$ cat src/rtl/hazard_unit.sv
// Hazard control for the pipelined RV32I core: forwarding, load-use and branch
// handling, a data-memory wait FSM with timeout, and stall/flush counters.
module hazard_unit #(
  parameter int unsigned REGISTER_ADDRESS_WIDTH = 5,
  parameter int unsigned CNT_WIDTH              = 32,
  parameter int unsigned MEM_TIMEOUT            = 16
) (
  input  logic                              clk,
  input  logic                              rst,
  input  logic [REGISTER_ADDRESS_WIDTH-1:0] Rs1D,
  input  logic [REGISTER_ADDRESS_WIDTH-1:0] Rs2D,
  input  logic [REGISTER_ADDRESS_WIDTH-1:0] Rs1E,
  input  logic [REGISTER_ADDRESS_WIDTH-1:0] Rs2E,
  input  logic [REGISTER_ADDRESS_WIDTH-1:0] RdE,
  input  logic [1:0]                        ResultSrcE,
  input  logic                              PCSrcE,
  input  logic                              RegWriteM,
  input  logic [REGISTER_ADDRESS_WIDTH-1:0] RdM,
  input  logic                              RegWriteW,
  input  logic [REGISTER_ADDRESS_WIDTH-1:0] RdW,
  input  logic                              MemReqM,
  input  logic                              MemReadyM,
  output logic                              StallF,
  output logic                              StallD,
  output logic                              StallE,
  output logic                              StallM,
  output logic                              FlushD,
  output logic                              FlushE,
  output logic [1:0]                        ForwardAE,
  output logic [1:0]                        ForwardBE,
  output logic                              MemErr,
  output logic [CNT_WIDTH-1:0]              StallCount,
  output logic [CNT_WIDTH-1:0]              FlushCount
);

  localparam int unsigned WCNT_W = $clog2(MEM_TIMEOUT);
  localparam logic [REGISTER_ADDRESS_WIDTH-1:0] ZERO_REG = '0;

  typedef enum logic {
    S_RUN,
    S_WAIT
  } state_t;

  state_t              state_q, state_d;
  logic [WCNT_W-1:0]   wait_q, wait_d;
  logic                mem_err_q, mem_err_d;
  logic [CNT_WIDTH-1:0] stall_cnt_q, flush_cnt_q;

  logic timeout;
  logic mem_wait;
  logic lw_stall;

  assign timeout  = (state_q == S_WAIT) && (wait_q == WCNT_W'(MEM_TIMEOUT - 1));
  assign mem_wait = ((state_q == S_RUN)  && MemReqM && !MemReadyM) ||
                    ((state_q == S_WAIT) && !MemReadyM && !timeout);
  assign lw_stall = (ResultSrcE == 2'b01) && (RdE != ZERO_REG) &&
                    ((RdE == Rs1D) || (RdE == Rs2D));

  // Memory-wait FSM state register
  always_ff @(posedge clk) begin
    if (rst) begin
      state_q   <= S_RUN;
      wait_q    <= '0;
      mem_err_q <= 1'b0;
    end else begin
      state_q   <= state_d;
      wait_q    <= wait_d;
      mem_err_q <= mem_err_d;
    end
  end

  // Next-state: a timeout releases the stall and latches a sticky error
  always_comb begin
    state_d   = state_q;
    wait_d    = wait_q;
    mem_err_d = mem_err_q;
    case (state_q)
      S_RUN: begin
        if (MemReqM && !MemReadyM) begin
          state_d = S_WAIT;
          wait_d  = '0;
        end
      end
      S_WAIT: begin
        if (MemReadyM) begin
          state_d = S_RUN;
        end else if (timeout) begin
          state_d   = S_RUN;
          mem_err_d = 1'b1;
        end else begin
          wait_d = wait_q + WCNT_W'(1);
        end
      end
      default: state_d = S_RUN;
    endcase
  end

  // Stall/flush/forward selection; memory wait outranks branch, branch outranks load-use
  always_comb begin
    StallF    = 1'b0;
    StallD    = 1'b0;
    StallE    = 1'b0;
    StallM    = 1'b0;
    FlushD    = 1'b0;
    FlushE    = 1'b0;
    ForwardAE = 2'b00;
    ForwardBE = 2'b00;
    if (rst) begin
      FlushD = 1'b1;
      FlushE = 1'b1;
    end else begin
      if (RegWriteM && (RdM == Rs1E) && (Rs1E != ZERO_REG))      ForwardAE = 2'b10;
      else if (RegWriteW && (RdW == Rs1E) && (Rs1E != ZERO_REG)) ForwardAE = 2'b01;
      if (RegWriteM && (RdM == Rs2E) && (Rs2E != ZERO_REG))      ForwardBE = 2'b10;
      else if (RegWriteW && (RdW == Rs2E) && (Rs2E != ZERO_REG)) ForwardBE = 2'b01;

      if (mem_wait) begin
        StallF = 1'b1;
        StallD = 1'b1;
        StallE = 1'b1;
        StallM = 1'b1;
      end else if (PCSrcE) begin
        FlushD = 1'b1;
        FlushE = 1'b1;
      end else if (lw_stall) begin
        StallF = 1'b1;
        StallD = 1'b1;
        FlushE = 1'b1;
      end
    end
  end

  // Saturating performance counters
  always_ff @(posedge clk) begin
    if (rst) begin
      stall_cnt_q <= '0;
      flush_cnt_q <= '0;
    end else begin
      if (StallF && (stall_cnt_q != '1))
        stall_cnt_q <= stall_cnt_q + CNT_WIDTH'(1);
      if (PCSrcE && FlushE && (flush_cnt_q != '1))
        flush_cnt_q <= flush_cnt_q + CNT_WIDTH'(1);
    end
  end

  assign MemErr     = mem_err_q;
  assign StallCount = stall_cnt_q;
  assign FlushCount = flush_cnt_q;

endmodule

$ cat config.mk
export PLATFORM = sky130hd
export DESIGN_NAME = hazard_unit
export DESIGN_NICKNAME = d
export VERILOG_FILES = /design/src/rtl/hazard_unit.sv
export SDC_FILE = /design/constraint.sdc
export NUM_CORES = 1
export LEC_CHECK = 0
export ABC_AREA = 1
export CAP_MARGIN = 25
export CORE_AREA = 2 2 113 115
export CTS_CLUSTER_SIZE = 12
export DETAILED_ROUTE_END_ITERATION = 7
export DIE_AREA = 0 0 115 117
export PLACE_DENSITY_LB_ADDON = 0.15
export SETUP_SLACK_MARGIN = 0.4
export SYNTH_ARGS = -nofsm -noshare
export SYNTH_HDL_FRONTEND = slang
export SYNTH_SLANG_ARGS = --single-unit
$ cat constraint.sdc
create_clock -name clk -period 2.2 [get_ports clk]
set_clock_uncertainty 0.05 [all_clocks]
set_input_delay 0.22 -clock clk [delete_from_list [all_inputs] [get_ports clk]]
set_output_delay 0.22 -clock clk [all_outputs]
set_load 0.005 [all_outputs]
==> impl_results.md <==
* Status: completed
* First-pass GRT wire length at 26.6 mm
* Nets@finish at 1019
* DP HPWL at 11.8 mm
* Initial Util at 0.391
* CP arrival at 2.18 ns
* PwrDens at 408 nW/um2
* Reg-to-reg startpoint: wait_q[0]
* CP bufs+invs at 3
* Clk sinks at 70
* Synth top cells by count: nand2_1 (270), nor2_1 (97), dfxtp_1 (70)
* Worst-path cell chain: ha_4, nand3_4, nor2_4, nor2_1, nand2_1, nand2_2, nand2_4, buf_6, nand2_4, nor2b_4, buf_12, buf_12, nand2_1, a21oi_2
* Final worst path period share at 0.893
* Largest net degree at the start of global routing at 42
* Fmax at 0.509 GHz
* # fillers at 1073
* Leading area contributor after synthesis: dfxtp_1
* Crit path to: FlushCount[2]
* Slowest stage delay, CP at 0.35 ns
* Routed vias/inst at 5.18
* Seq cells post-synth at 70
* Top-count cell post-synth: nand2_1
* Total Wirelength at 17.6 mm
* CTS tree: built
* Worst-margin pin slew at 0.608 ns
* Unrepaired setup endpoints after global routing: yes
* Setup TNS Final at 0 ns
* Deepest clock path buffer count at 2
* CP delay by family, top: simple AND/OR/NAND/NOR gates
* Yosys Warn Count at 0
* Share of layout cells above drive strength 1 at 0.279
* CP Capture Type: flop
* Wire per inst at 15.7 um
* Leak at 3.17 nW
* First DRT Iteration DRCs at 413
* Count of final setup violators at 0
* First-pass DRT Iterations at 5
* Initial antenna violation count at 0
* Final hold vios at 0
* Multi-input gate area at 3770 um2
* DIE HEIGHT at 117 um
* Distinct cell type count after synthesis at 36
* H-tree levels at 3
* Mapped Area at 4810 um2
* Synth area leaders: dfxtp_1 (29%), nand2_1 (21%), nor2_1 (7.6%)
* Fin crit period at 1.96 ns
* Reg2Reg Setup Slack at 0.24 ns
* Buffers on Ports at 118
* Crit path from: wait_q[0]
* Seq/Total Area, Yosys at 0.291
* Ant diodes at 0
* FF-to-FF path depth at 14
* CTS root buf: clkbuf_16
* Top-area cell type share of the netlist area at 0.291
* Post-synth EDFFs at 0
* Core outline area at 12300 um2
* Die Area at 13500 um2
* Worst hold path type: input port to flop
* Vias in the first global route at 5511
* Number of top-level pins at 119
* R2R Path End: FlushCount[2]
* Overall Global Routing Usage at 0.249
* Placement Setup Slack at -0.0719 ns
* Critical path's slowest cell: dfxtp_2
* Clk_lat worst skew at 0.34 ns
* Element type at the critical path start: flop
* Min setup slack post-route at 0.236 ns
* Number of max-cap violations at 0
* Primary FF master, synth: dfxtp_1
* Slew HR at 0.595
* Reg area at 1430 um2
* Crit path required time at 2.42 ns
* Row count at 41
* Crit Path Class: flop to flop
* Gpl congestion at 0.995
* Worst path depth at 14
* Cells after synthesis at 783
* Ys async rst share at 0
* DRT antenna net count at 0
* CTS buffer count at 9
* Gr ovfl total at 0
* Area growth syn-to-layout at 64.2%
* Die X at 115 um
* Mean Syn Cell Area at 6.14 um2
* Vias at 5817
* CTS clk-pin slew, worst paths at 0.05 ns
* Cts hold-fix bufs at 0
* Fin. max-slew vios at 0
* # DRC at 0
* Syn Nets at 830
* Critical Path Fanout Max at 6
* Worst vdd ir at 0.520 mV
[what timing repair did]
| item | 4_1_cts | 5_1_grt |
|---|---|---|
| pin swaps | 12 | 48 |
| gates resized for setup | 109 | 176 |
| cloned | 4 | 5 |
| endpoints found under the setup margin | 74 | 75 |
| buffers inserted | 20 | 14 |
[worst register-to-register path: cells and delay by family, from the launching register on]
family | cells | cell delay (ns)
flip-flops | 1 | 0.35
adder cells (fa/ha/maj) | 1 | 0.15
buffers and inverters | 3 | 0.40
AO/OA/AOI/OAI | 1 | 0.13
AND/OR/NAND/NOR | 9 | 0.79
[worst min-delay path by stage]
stage / from / to / slack (ns) / cells past startpoint
floorplan: MemReadyM / MemErr / 0.37 / 3
global placement: MemErr / MemErr / 0.40 / 2
detailed placement: MemErr / MemErr / 0.41 / 2
CTS: rst / StallCount[1] / 0.30 / 3
global route: rst / StallCount[8] / 0.37 / 3
finish: rst / wait_q[0] / 0.35 / 5
[flip-flops by register name (all words and copies together), names as in the netlist]
name / count
StallCount: 32
wait_q: 4
MemErr: 1
state_q: 1
FlushCount: 32
[cell type report]
cell class                 count  share of cell area
clock buffer                  12              0.0337
clock inverter                 1             0.00380
inverter                      63              0.0303
multi-input combinational    629               0.478
sequential                    70               0.181
tap                          150              0.0238
timing repair buffer         199               0.250
[placed cells by master (no fill, tap or decap), drive strengths merged, types with 28 or more instances in the layout]
cell	instances
nor2	100
clkdlybuf4s50	82
xor2	40
buf	86
nor3	28
dfxtp	70
nand2	276
a21oi	68
inv	62
nand3	56
[through the flow]
step | hold slack (ns) | area [um2] | power [mW] | cells | util
2_1_floorplan | 0.372 | 4820 | 1.47 | 783 | -
3_3_place_gp | 0.402 | 6370 | 1.65 | 1068 | 0.517
3_5_place_dp | 0.408 | 6370 | 1.65 | 1068 | 0.517
4_1_cts | 0.304 | 7020 | 3.15 | 1105 | 0.570
5_1_grt | 0.369 | 7900 | 3.33 | 1124 | 0.641
6_report | 0.348 | 7900 | 3.22 | 1124 | 0.641
[power breakdown]
group          switching (mW)  internal [mW]
sequential            0.00678           1.28
clock                   0.526          0.950
combinational           0.248          0.213
total                   0.781           2.44
[per-layer routing]
layer | vias up | GRT usage | part of all wire
met5 | - | 0 | 0
met4 | 0 | 0.114 | 0.038
met3 | 51 | 0.0484 | 0.049
met1 | 2673 | 0.294 | 0.41
li1 | 2897 | - | -
met2 | 196 | 0.438 | 0.50
[logic make-up after synthesis]
family / Yosys count / share of synthesized area
flip-flops: 70 / 0.291
XOR/XNOR: 55 / 0.100
buffers and inverters: 87 / 0.0796
adder cells (fa/ha/maj): 3 / 0.00781
AND/OR/NAND/NOR: 488 / 0.434
AO/OA/AOI/OAI: 80 / 0.0872
(Power assumes the default switching activity.)
